File: src/rtl/relm_div_pkg.sv
// Shared definitions for the relm_custom divide sequencer: FSM state codes,
// custom-unit sub-op encodings and a small state-decode helper.
package relm_div_pkg;

  // Sequencer states (kept as plain constants for legacy tool compatibility)
  typedef logic [2:0] state_t;
  localparam state_t ST_IDLE = 3'd0;
  localparam state_t ST_INIT = 3'd1;
  localparam state_t ST_PRE  = 3'd2;
  localparam state_t ST_ITER = 3'd3;
  localparam state_t ST_FIN  = 3'd4;
  localparam state_t ST_DONE = 3'd5;

  // Sub-op codes carried in x[WOP+2:WOP] while OPB is set
  localparam logic [2:0] SUB_DIVINIT = 3'b100;
  localparam logic [2:0] SUB_DIVPRE  = 3'b010;
  localparam logic [2:0] SUB_DIVPREX = 3'b011;
  localparam logic [2:0] SUB_DIV     = 3'b000;
  localparam logic [2:0] SUB_DIVX    = 3'b001;

  // Low three opcode bits for every divide-family step
  localparam logic [2:0] OP_DIV = 3'b101;

  // True in the states that drive the custom unit
  function automatic logic is_active(input state_t st);
    logic act;
    case (st)
      ST_INIT, ST_PRE, ST_ITER, ST_FIN: act = 1'b1;
      default:                          act = 1'b0;
    endcase
    return act;
  endfunction

endpackage

File: src/rtl/relm_div_seq_ctl.sv
// Control FSM and step counter of the divide sequencer. Publishes the current
// state plus the next state and next-cycle last-step flag so the top level
// can register its custom-unit control outputs one cycle ahead.
module relm_div_seq_ctl
  import relm_div_pkg::*;
#(
  parameter int PRE_STEPS  = 2,
  parameter int ITER_STEPS = 5
) (
  input  logic       clk,
  input  logic       rst_n,
  input  logic       req_valid,
  input  logic       d_zero,
  input  logic       rsp_ready,
  input  logic       abort,
  output state_t     state,
  output state_t     state_nxt,
  output logic       last_nxt
);

  localparam int MAX_STEPS = (PRE_STEPS > ITER_STEPS) ? PRE_STEPS : ITER_STEPS;
  localparam int CW        = $clog2(MAX_STEPS) + 1;

  state_t        state_r;
  state_t        state_s;
  logic [CW-1:0] cnt_r;
  logic [CW-1:0] cnt_s;

  // Next-state and counter logic; an abort overrides every step transition
  always_comb begin
    state_s = state_r;
    cnt_s   = cnt_r;
    if (abort && is_active(state_r)) begin
      state_s = ST_IDLE;
      cnt_s   = {CW{1'b0}};
    end else begin
      case (state_r)
        ST_IDLE: begin
          if (req_valid) begin
            if (d_zero) begin
              state_s = ST_DONE;
            end else begin
              state_s = ST_INIT;
            end
          end else begin
            state_s = ST_IDLE;
          end
        end
        ST_INIT: begin
          state_s = ST_PRE;
          cnt_s   = CW'(PRE_STEPS - 1);
        end
        ST_PRE: begin
          if (cnt_r == {CW{1'b0}}) begin
            state_s = ST_ITER;
            cnt_s   = CW'(ITER_STEPS - 1);
          end else begin
            cnt_s   = cnt_r - CW'(1);
          end
        end
        ST_ITER: begin
          if (cnt_r == {CW{1'b0}}) begin
            state_s = ST_FIN;
          end else begin
            cnt_s   = cnt_r - CW'(1);
          end
        end
        ST_FIN: begin
          state_s = ST_DONE;
        end
        ST_DONE: begin
          if (rsp_ready) begin
            state_s = ST_IDLE;
          end else begin
            state_s = ST_DONE;
          end
        end
        default: begin
          state_s = ST_IDLE;
          cnt_s   = {CW{1'b0}};
        end
      endcase
    end
  end

  // State and counter registers
  always_ff @(posedge clk or negedge rst_n) begin
    if (!rst_n) begin
      state_r <= ST_IDLE;
      cnt_r   <= {CW{1'b0}};
    end else begin
      state_r <= state_s;
      cnt_r   <= cnt_s;
    end
  end

  assign state     = state_r;
  assign state_nxt = state_s;
  assign last_nxt  = (cnt_s == {CW{1'b0}});

endmodule

File: src/rtl/relm_custom_div_seq.sv
// Divide-family sequencer for relm_custom: takes one unsigned N/D request,
// steps the combinational custom unit through DIVINIT, DIVPRE.., DIV.. and a
// final resolve, feeding a/cb results back each step.
// Optional build macro RELM_DIV_SEQ_ABORT_EN adds abort_in to cancel an
// in-flight sequence.
module relm_custom_div_seq
  import relm_div_pkg::*;
#(
  parameter int WD         = 32,
  parameter int WOP        = 5,
  parameter int WC         = 64,
  parameter int PRE_STEPS  = 2,
  parameter int ITER_STEPS = 5
) (
  input  logic             clk,
  input  logic             rst_n,
`ifdef RELM_DIV_SEQ_ABORT_EN
  input  logic             abort_in,
`endif
  input  logic             req_valid_in,
  output logic             req_ready_out,
  input  logic [WD-1:0]    n_in,
  input  logic [WD-1:0]    d_in,
  output logic             rsp_valid_out,
  input  logic             rsp_ready_in,
  output logic [WD-1:0]    q_out,
  output logic             dz_out,
  output logic             retry_out,
  output logic [WOP-1:0]   cu_op_out,
  output logic             cu_opb_out,
  output logic [WD-1:0]    cu_x_out,
  output logic [WD-1:0]    cu_a_out,
  output logic [WC+WD-1:0] cu_cb_out,
  input  logic [WD-1:0]    cu_a_in,
  input  logic [WC+WD-1:0] cu_cb_in
);

  localparam logic [WOP-1:0] OP_FIELD = {{(WOP-3){1'b0}}, OP_DIV};

  state_t             state_s;
  state_t             state_nxt_s;
  logic               last_nxt_s;
  logic               abort_s;
  logic               abort_take_s;
  logic               d_zero_s;

  logic [WD-1:0]      a_r;
  logic [WC+WD-1:0]   cb_r;
  logic [WD-1:0]      s_r;
  logic [WD-1:0]      q_r;
  logic               dz_r;
  logic               req_ready_r;
  logic               rsp_valid_r;
  logic               retry_r;
  logic [WOP-1:0]     op_r;
  logic               opb_r;
  logic [WD-1:0]      x_r;

  logic [WOP-1:0]     op_nxt_s;
  logic               opb_nxt_s;
  logic [WD-1:0]      x_nxt_s;

`ifdef RELM_DIV_SEQ_ABORT_EN
  assign abort_s = abort_in;
`else
  assign abort_s = 1'b0;
`endif

  assign abort_take_s = abort_s && is_active(state_s);
  assign d_zero_s     = (d_in == {WD{1'b0}});

  relm_div_seq_ctl #(
    .PRE_STEPS  (PRE_STEPS),
    .ITER_STEPS (ITER_STEPS)
  ) u_ctl (
    .clk       (clk),
    .rst_n     (rst_n),
    .req_valid (req_valid_in),
    .d_zero    (d_zero_s),
    .rsp_ready (rsp_ready_in),
    .abort     (abort_s),
    .state     (state_s),
    .state_nxt (state_nxt_s),
    .last_nxt  (last_nxt_s)
  );

  // Place a sub-op code in its x field, all other bits zero
  function automatic logic [WD-1:0] sub_field(input logic [2:0] sub);
    logic [WD-1:0] f;
    f              = {WD{1'b0}};
    f[WOP+2:WOP]   = sub;
    return f;
  endfunction

  // Custom-unit control for the coming cycle, decoded from the next state
  always_comb begin
    op_nxt_s  = {WOP{1'b0}};
    opb_nxt_s = 1'b0;
    x_nxt_s   = {WD{1'b0}};
    case (state_nxt_s)
      ST_INIT: begin
        op_nxt_s  = OP_FIELD;
        opb_nxt_s = 1'b1;
        x_nxt_s   = sub_field(SUB_DIVINIT);
      end
      ST_PRE: begin
        op_nxt_s  = OP_FIELD;
        opb_nxt_s = 1'b1;
        if (last_nxt_s) begin
          x_nxt_s = sub_field(SUB_DIVPREX);
        end else begin
          x_nxt_s = sub_field(SUB_DIVPRE);
        end
      end
      ST_ITER: begin
        op_nxt_s  = OP_FIELD;
        opb_nxt_s = 1'b1;
        if (last_nxt_s) begin
          x_nxt_s = sub_field(SUB_DIVX);
        end else begin
          x_nxt_s = sub_field(SUB_DIV);
        end
      end
      ST_FIN: begin
        // Resolve step: x carries the full value captured at DIVINIT
        op_nxt_s  = OP_FIELD;
        opb_nxt_s = 1'b0;
        x_nxt_s   = s_r;
      end
      default: begin
        op_nxt_s  = {WOP{1'b0}};
        opb_nxt_s = 1'b0;
        x_nxt_s   = {WD{1'b0}};
      end
    endcase
  end

  // Operand/feedback registers and result capture; operands are zero
  // whenever no step is running so cu_a/cu_cb idle at 0
  always_ff @(posedge clk or negedge rst_n) begin
    if (!rst_n) begin
      a_r  <= {WD{1'b0}};
      cb_r <= {(WC+WD){1'b0}};
      s_r  <= {WD{1'b0}};
      q_r  <= {WD{1'b0}};
      dz_r <= 1'b0;
    end else if (abort_take_s) begin
      a_r  <= {WD{1'b0}};
      cb_r <= {(WC+WD){1'b0}};
      s_r  <= {WD{1'b0}};
    end else begin
      case (state_s)
        ST_IDLE: begin
          if (req_valid_in) begin
            if (d_zero_s) begin
              q_r  <= {WD{1'b1}};
              dz_r <= 1'b1;
            end else begin
              a_r  <= d_in;
              cb_r <= {{WC{1'b0}}, n_in};
            end
          end
        end
        ST_INIT: begin
          a_r  <= cu_a_in;
          s_r  <= cu_a_in;
          cb_r <= cu_cb_in;
        end
        ST_PRE, ST_ITER: begin
          a_r  <= cu_a_in;
          cb_r <= cu_cb_in;
        end
        ST_FIN: begin
          q_r  <= cu_a_in;
          dz_r <= 1'b0;
          a_r  <= {WD{1'b0}};
          cb_r <= {(WC+WD){1'b0}};
          s_r  <= {WD{1'b0}};
        end
        default: begin
          a_r  <= a_r;
        end
      endcase
    end
  end

  // Registered handshake, stall and custom-unit control outputs
  always_ff @(posedge clk or negedge rst_n) begin
    if (!rst_n) begin
      req_ready_r <= 1'b1;
      rsp_valid_r <= 1'b0;
      retry_r     <= 1'b0;
      op_r        <= {WOP{1'b0}};
      opb_r       <= 1'b0;
      x_r         <= {WD{1'b0}};
    end else begin
      req_ready_r <= (state_nxt_s == ST_IDLE);
      rsp_valid_r <= (state_nxt_s == ST_DONE);
      retry_r     <= (state_nxt_s != ST_IDLE);
      op_r        <= op_nxt_s;
      opb_r       <= opb_nxt_s;
      x_r         <= x_nxt_s;
    end
  end

  assign req_ready_out = req_ready_r;
  assign rsp_valid_out = rsp_valid_r;
  assign retry_out     = retry_r;
  assign q_out         = q_r;
  assign dz_out        = dz_r;
  assign cu_op_out     = op_r;
  assign cu_opb_out    = opb_r;
  assign cu_x_out      = x_r;
  assign cu_a_out      = a_r;
  assign cu_cb_out     = cb_r;

endmodule
File: config.mk
export PLATFORM = sky130hd
export DESIGN_NAME = relm_custom_div_seq
export DESIGN_NICKNAME = d
export VERILOG_FILES = /design/src/rtl/relm_div_pkg.sv /design/src/rtl/relm_div_seq_ctl.sv /design/src/rtl/relm_custom_div_seq.sv
export SDC_FILE = /design/constraint.sdc
export NUM_CORES = 1
export LEC_CHECK = 0
export CAP_MARGIN = 10
export CORE_MARGIN = 3
export CORE_UTILIZATION = 46
export CTS_BUF_LIST = sky130_fd_sc_hd__clkbuf_4
export CTS_CLUSTER_DIAMETER = 120
export CTS_CLUSTER_SIZE = 16
export DETAILED_ROUTE_END_ITERATION = 7
export HOLD_SLACK_MARGIN = 0.05
export PLACE_DENSITY = 0.83
export SLEW_MARGIN = 20
export SYNTH_ARGS = -nofsm -noshare
export SYNTH_HDL_FRONTEND = slang
export SYNTH_SLANG_ARGS = --single-unit
File: constraint.sdc
create_clock -name clk -period 2.75 [get_ports clk]
set_input_delay 0.275 -clock clk [delete_from_list [all_inputs] [get_ports clk]]
set_output_delay 0.275 -clock clk [all_outputs]
set_load 0.01 [all_outputs]
==> run_results.csv <==
group,metric,value,unit
global_routing,grt_antenna_before_repair,3,
yosys,synth_flop_cell,"sky130_fd_sc_hd__dfrtp_1",
placed_design,post_dp_cell_area,0.0150,mm²
clock_network,holdBufCountCts,1,
yosys,xor_xnor_share_of_the_synthesized_area,0.000812,
global_routing,first_pass_grt_wire_length,56100,µm
sta,timing.final.ws_setup,0.452,ns
setup_path,crit-reg2reg-launch,"u_ctl.cnt_r[0]",
yosys,synth_edf_count,0,
finish,layout.cells.non_filler,1693,
setup_path,crit_end,"cu_x_out[5]",
yosys,syn_area,0.0108,mm²
clock_network,max-clock-path-buffers,3,
yosys,synthCells,1030,
drt,vias_per_cell,5.88,
run,max_cap_viols,0,
setup_path,timing.reg2reg.worst_path_depth,10,
placed_design,gpl.final_weighted_congestion,0.862,
yosys,synth_sequential_area_ratio,0.550,
finish,post_route_cells_drive_above_1_share,0.0928,
sta,finalHoldViolations,0,
setup_path,crit_fanout,5,
power,power_density,1040,mW/mm²
clock_network,post_cts_buffers,0,
placed_design,port-buffer-count,394,
sta,period_share,0.836,
setup_path,crit_path_start,"u_ctl.cnt_r[0]",
drt,route.vias.total,9947,
run_status,result_of_the_run,"completed",
yosys,synth_simple_gate_area_share,0.162,
drt,drt-pass1-iter-count,5,
sta,timing.slew.headroom,0.614,
die,placementRows,55,
finish,layout.nets,1572,
drt,post-route-drc-count,0,
sta,final.min_clock_period,2.30,ns
power,vdd_ir_drop_max,0.000665,V
die,dieHeight,159,µm
drt,drt-initial-drc-count,845,
global_routing,overflow,0,
yosys,mean_cell_area_of_the_mapped_netlist,10.5,µm²
setup_path,critPathLaunchType,"flop",
die,fp.dieArea,0.0253,mm²
clock_network,worst_setup_hold_path_clk_slew,0.17,ns
placed_design,detailedPlace.worstSlack,-0.0131,ns
global_routing,first_global_vias,9838,
drt,antenna_violating_nets_post_route,0,
global_routing,grt_start_max_net_pins,145,
sta,number_of_max_slew_violations_in_the_final_report,0,
finish,syn_to_final_growth,41.2,%
setup_path,arrival,2.91,ns
hold_path,holdCritPathClass,"input pin to asynchronous set/reset pin",
drt,route.final.wire_length,35400,µm
global_routing,global_route.usage.total,0.270,
yosys,yosysWarningCount,0,
yosys,synth_top_family_by_area,"compound AO/OA/AOI/OAI gates",
clock_network,worst_skew_pair.late_latency,0.66,ns
finish,mostFrequentLayoutCell,"sky130_fd_sc_hd__clkdlybuf4s50_1",
yosys,ys_seq_elements,237,
clock_network,numCtsBuffers,18,
yosys,synthAdderAreaFrac,0.00232,
sta,fin_skew,0.0490,ns
clock_network,clkSinkCount,237,
sta,worst_slew_pin_slew,0.574,ns
sta,rsz_0062_raised_after_global_routing,"false",
finish,stdcell_area,0.0152,mm²
clock_network,clock_tree.root_cell,"sky130_fd_sc_hd__clkbuf_4",
sta,setup-violations-final,0,
die,initial_core_util,0.472,
yosys,synth_cell_type_count,47,
placed_design,number_of_placed_instances_taps_included,1666,
finish,commonest_non_fill_non_tap_cells_in_the_layout,"sky130_fd_sc_hd__clkdlybuf4s50_1 (393), sky130_fd_sc_hd__dfrtp_1 (235), sky130_fd_sc_hd__nand3_1 (128)",
setup_path,worst_r2r_dst,"cu_x_out[5]",
drt,drt-wirelength-per-cell,20.9,µm
die,design.core.area,0.0228,mm²
yosys,synth-async-reset-ratio,1.00,
power,power.leakage,6.06,nW
yosys,complex_gate_fraction_of_the_synthesized_area,0.230,
setup_path,setup.reg_to_reg.worst_slack,0.45,ns
setup_path,critical_path_class,"flop to flop",
clock_network,ctsResizeCount,0,
setup_path,worstPathRequired,3.37,ns
clock_network,tritoncts,"done",
sta,setup-tns-final,0,ns
setup_path,critical_path.endpoint_type,"flop",
yosys,post_synth_mux_area_share,0,
die,design.portCount,398,
clock_network,cts.htree.levels,1,
die,die_w,159,µm
placed_design,dp_hpwl,25100,µm
sta,achievable-frequency,435,MHz
## power breakdown
part	switching, mW	internal, mW
Combinational	3.77	4.18
Clock	1.09	0.482
Sequential	1.26	5.01
Total	6.12	9.67
## cell usage after synthesis, types with 2 or more instances
| library cell | count | area share |
|---|---|---|
| sky130_fd_sc_hd__a22o_1 | 34 | 0.028 |
| sky130_fd_sc_hd__o221a_2 | 57 | 0.059 |
| sky130_fd_sc_hd__or3_1 | 2 | 0.0012 |
| sky130_fd_sc_hd__clkbuf_1 | 56 | 0.019 |
| sky130_fd_sc_hd__dfrtp_1 | 236 | 0.55 |
| sky130_fd_sc_hd__buf_4 | 9 | 0.0063 |
| sky130_fd_sc_hd__a31oi_1 | 67 | 0.039 |
| sky130_fd_sc_hd__buf_2 | 18 | 0.0084 |
| sky130_fd_sc_hd__o22a_1 | 32 | 0.026 |
| sky130_fd_sc_hd__nor2b_1 | 68 | 0.039 |
| sky130_fd_sc_hd__o21a_1 | 2 | 0.0014 |
| sky130_fd_sc_hd__buf_8 | 6 | 0.0084 |
| sky130_fd_sc_hd__o221a_1 | 7 | 0.0073 |
| sky130_fd_sc_hd__nand2b_1 | 3 | 0.0017 |
| sky130_fd_sc_hd__inv_1 | 6 | 0.0021 |
| sky130_fd_sc_hd__o21ai_1 | 10 | 0.0046 |
| sky130_fd_sc_hd__and3_1 | 2 | 0.0012 |
| sky130_fd_sc_hd__and2_1 | 29 | 0.017 |
| sky130_fd_sc_hd__ha_1 | 2 | 0.0023 |
| sky130_fd_sc_hd__nand3_1 | 128 | 0.059 |
| sky130_fd_sc_hd__buf_1 | 12 | 0.0042 |
| sky130_fd_sc_hd__nand2_1 | 6 | 0.0021 |
| sky130_fd_sc_hd__buf_6 | 5 | 0.0052 |
| sky130_fd_sc_hd__nor4_1 | 10 | 0.0058 |
| sky130_fd_sc_hd__a21oi_1 | 6 | 0.0028 |
| sky130_fd_sc_hd__o21ai_0 | 122 | 0.057 |
| sky130_fd_sc_hd__nand4_1 | 3 | 0.0017 |
| sky130_fd_sc_hd__nor3_1 | 3 | 0.0014 |
| sky130_fd_sc_hd__nor2_1 | 71 | 0.025 |
## routing by layer
metal | global-route usage | vias up | part of all wire
met5 | 0 | - | 0.00037
met4 | 0.105 | 2 | 0.043
met3 | 0.0536 | 90 | 0.069
met2 | 0.445 | 460 | 0.48
met1 | 0.353 | 4901 | 0.40
li1 | - | 4494 | -
## stage by stage
step                total power [mW]  utilization  hold slack, ns
global route                    16.8        0.667           0.109
global placement                14.0        0.657           0.225
CTS                             15.9        0.667          0.0620
floorplan                       10.0            -         -0.0206
detailed placement              14.3        0.657           0.226
finish                          15.8        0.667           0.114
## state kept, by name, indices dropped and copies added (netlist names)
name,flops
cu_x_out,32
rsp_valid_out,1
q_out,32
u_ctl.cnt_r,4
cu_op_out,1
cu_a_out,32
s_r,32
cu_opb_out,1
req_ready_out,1
dz_out,1
retry_out,1
u_ctl.state,3
cu_cb_out,96
## area by class of cell
cell class / count / area, µm²
fillers: 1812 / 7610
flip-flops and latches: 237 / 5940
repair buffers: 429 / 4360
clock buffers: 23 / 173
diodes: 1 / 2.50
multi-input cells: 682 / 4310
clock inverters: 2 / 35.0
well taps: 313 / 392
inverters: 6 / 22.5
## worst max-delay path: stages, from the launching register on
cell and delay (ns):
sky130_fd_sc_hd__dfrtp_1 0.41, sky130_fd_sc_hd__inv_1 0.10, sky130_fd_sc_hd__ha_1 0.24, sky130_fd_sc_hd__nor3b_2 0.22, sky130_fd_sc_hd__inv_1 0.09, sky130_fd_sc_hd__ha_1 0.28, sky130_fd_sc_hd__nand2_1 0.05, sky130_fd_sc_hd__a21oi_1 0.16
sky130_fd_sc_hd__o21ai_0 0.13, sky130_fd_sc_hd__nor4_1 0.39, sky130_fd_sc_hd__a22o_1 0.19
## worst min path at each step
stage          slack (ns)             to  start
2_1_floorplan       -0.02    cu_a_out[0]  rst_n
3_3_place_gp         0.22  cu_cb_out[72]  rst_n
3_5_place_dp         0.23  cu_cb_out[72]  rst_n
4_1_cts              0.06    cu_x_out[5]  rst_n
5_1_grt              0.11    cu_x_out[5]  rst_n
6_report             0.11    cu_x_out[5]  rst_n
## logic make-up (layout without fill, tap and decap cells)
kind of cell | Yosys count | after routing
and+or+nand+nor | 333 | 333
xor gates and xnor gates | 1 | 1
other | 1 | 4
adders and majority gates | 2 | 2
DFF | 237 | 237
AOI/OAI and AO/OA | 343 | 343
buffers and inverters | 113 | 460
Note: power is estimated with default switching activity, not from simulation.
==> variant: new RTL, config.mk and constraints unchanged <==
The option `RELM_DIV_SEQ_ABORT_EN` is turned on by a define.
--- a/src/rtl/relm_custom_div_seq.sv
+++ b/src/rtl/relm_custom_div_seq.sv
@@ -3,6 +3,8 @@
 // final resolve, feeding a/cb results back each step.
 // Optional build macro RELM_DIV_SEQ_ABORT_EN adds abort_in to cancel an
 // in-flight sequence.
+`define RELM_DIV_SEQ_ABORT_EN
+
 module relm_custom_div_seq
   import relm_div_pkg::*;
 #(
Ports: changed (added abort_in); port bits go from 398 to 399. The function was not compared with the original's and may differ.
==> variant against the original RTL <==
Sequential cell count unchanged; power decreased by 1.1%; routed wire length decreased by 10%; sequential power decreased by 8.8%; worst setup slack got worse by 220 ps; cell area decreased by 8.1%; synthesized area decreased by 11%.
==> variant: results (changes against the original RTL) <==
| Metric | Value |
|---|---|
| Status | completed |
| Router iterations before antenna repair | 5 (unchanged) |
| CTS H-tree depth | 1 (unchanged) |
| Crit-path max FO | 5 (unchanged) |
| Clk_lat worst skew | 650 ps |
| Worst VDD drop | 907.5 uV (+36%) |
| Vias per Instance | 5.772 (-1.8%) |
| Synth top area cells | dfrtp_1, a221oi_1, a22o_1 |
| Async SR Flop Fraction | 1.000 (unchanged) |
| Post-CTS Setup Inserts | 0 (unchanged) |
| Worst hold path class | in -> async |
| Vias in the first global route | 8,105 (-18%) |
| Max clock buf depth | 3 (unchanged) |
| R2R setup slack | 240 ps (-220 ps) |
| DPL Wire Length | 23,540 um (-6.2%) |
| Initial antenna violation count | 4 (+1) |
| XOR/XNOR share of the synthesized area | 0.0009136 (+0.0001017) |
| DP Area | 0.01380 sq mm (-8.1%) |
| Largest net degree at the start of global routing | 86 (-41%) |
| Adder-cell area share of the yosys netlist | 0.002610 (+0.0002906) |
| Num CTS Buffers | 18 (unchanged) |
| CTS clk-pin slew, worst paths | 170 ps (about the same) |
| Root buffer cell | clkbuf_4 |
| Max reg flops | 96 (unchanged) |
| Sequential share of the synthesized area | 0.6188 (+0.06890) |
| Iter 0 DRT Violations | 617 (-27%) |
| Synth cell count leaders | dfrtp_1, nand2_1, a221oi_1, a22o_1, a2bb2oi_1 |
| Gr usage total | 0.2732 (+0.003584) |
| Synth Warn # | 0 (unchanged) |
| Nets@finish | 1,327 (-16%) |
| Netlist cell types | 56 (+19%) |
| Fillcell total | 1,547 (-15%) |
| Least-Margin Pin Slew | 679.5 ps (+105.4 ps) |
| Number of port buffers | 395 (+0.25%) |
| Synth Area in Compound Gates | 0.2480 (+0.01775) |
| Layout cell share with drive strength beyond 1 | 0.06261 (-0.03021) |
| Gp weighted congestion | 0.8897 (+3.2%) |
| Global-route wire length before repair | 47,840 um (-15%) |
| Main synth FF type | dfrtp_1 |
| Multiplexer area fraction after synthesis | 0.001175 (+0.001175) |
| Critical Path AT | 3040 ps (+130 ps) |
| Clock skew | 47.98 ps (-0.9844 ps) |
| Routed WL | 31,860 um (-10%) |
| P_leak | 6.014 nW (-0.70%) |
==> variant: path summary, 6_finish.rpt <==
| kind | start | end | cells past startpoint |
|---|---|---|---|
| max reg2reg | u_ctl.cnt_r[0] | cu_x_out[5] | 10 |
| max in group asynchronous | rst_n | cu_x_out[23] | 3 |
| min in group clk | cu_cb_in[41] | cu_cb_out[41] | 2 |
| min reg2reg | q_out[8] | q_out[8] | 1 |
| min | rst_n | u_ctl.cnt_r[1] | 2 |
| max | u_ctl.cnt_r[0] | cu_x_out[5] | 10 |
==> variant: metrics by stage <==
step | total power, W | util | cells | hold slack [ps] | setup WS [ps]
2_1_floorplan | 0.01019 | - | 768 | -20.59 | 689.3
3_3_place_gp | 0.01396 | 0.6775 | 1377 | 316.2 | 232.6
3_5_place_dp | 0.01420 | 0.6775 | 1377 | 321.8 | 181.6
4_1_cts | 0.01569 | 0.6875 | 1404 | 141.0 | 271.0
5_1_grt | 0.01654 | 0.6876 | 1405 | 156.4 | 42.94
6_report | 0.01562 | 0.6876 | 1405 | 158.2 | 235.0
==> variant: worst max-delay path, cell delays in order, from the launching register on <==
cell     delay, ps
dfrtp_1        430
inv_1           90
ha_1           220
nor3b_4        300
inv_1          180
ha_1           230
a21oi_1        130
a311o_1        140
a21oi_1         90
a211o_1        260
o32ai_1        310
==> variant: layout make-up <==
| cell class | instances | area (sq um) | area share |
|---|---|---|---|
| diodes | 1 | 2.502 | 0.0001787 |
| clock buffers | 25 | 187.7 | 0.01340 |
| clock inverters | 1 | 5.005 | 0.0003574 |
| inverters | 11 | 41.29 | 0.002949 |
| multi-input cells | 443 | 3232 | 0.2308 |
| flip-flops and latches | 237 | 5932 | 0.4236 |
| well taps | 270 | 337.8 | 0.02413 |
| repair buffers | 417 | 4264 | 0.3045 |
==> variant: report_power, final <==
group          total, W  internal [W]  switching, W  leakage (nW)
Sequential      0.00572       0.00485      0.000871          3.05
Clock           0.00147      0.000416       0.00105         0.119
Combinational   0.00843       0.00435       0.00408          2.85
==> variant: metal layers <==
layer / track usage / wire length, um
met2: 0.4501 / 15790
met4: 0.08097 / 980
met1: 0.3705 / 12760
met5: 0 / 41
met3: 0.05268 / 2290
==> variant: what timing repair did <==
item / in CTS / in global routing
gates resized for setup: 0 / 0
hold buffers: 1 / 0
hold endpoints to repair: 80 / 0
==> variant: logic make-up (layout without fill, tap and decap cells) <==
kind of cell | Yosys count | count (layout)
XOR/XNOR | 1 | 1
AO/OA/AOI/OAI | 287 | 287
multiplexers | 1 | 1
AND/OR/NAND/NOR | 149 | 149
flip-flops | 237 | 237
other | 1 | 4
buffers and inverters | 88 | 454
adder cells (fa/ha/maj) | 2 | 2
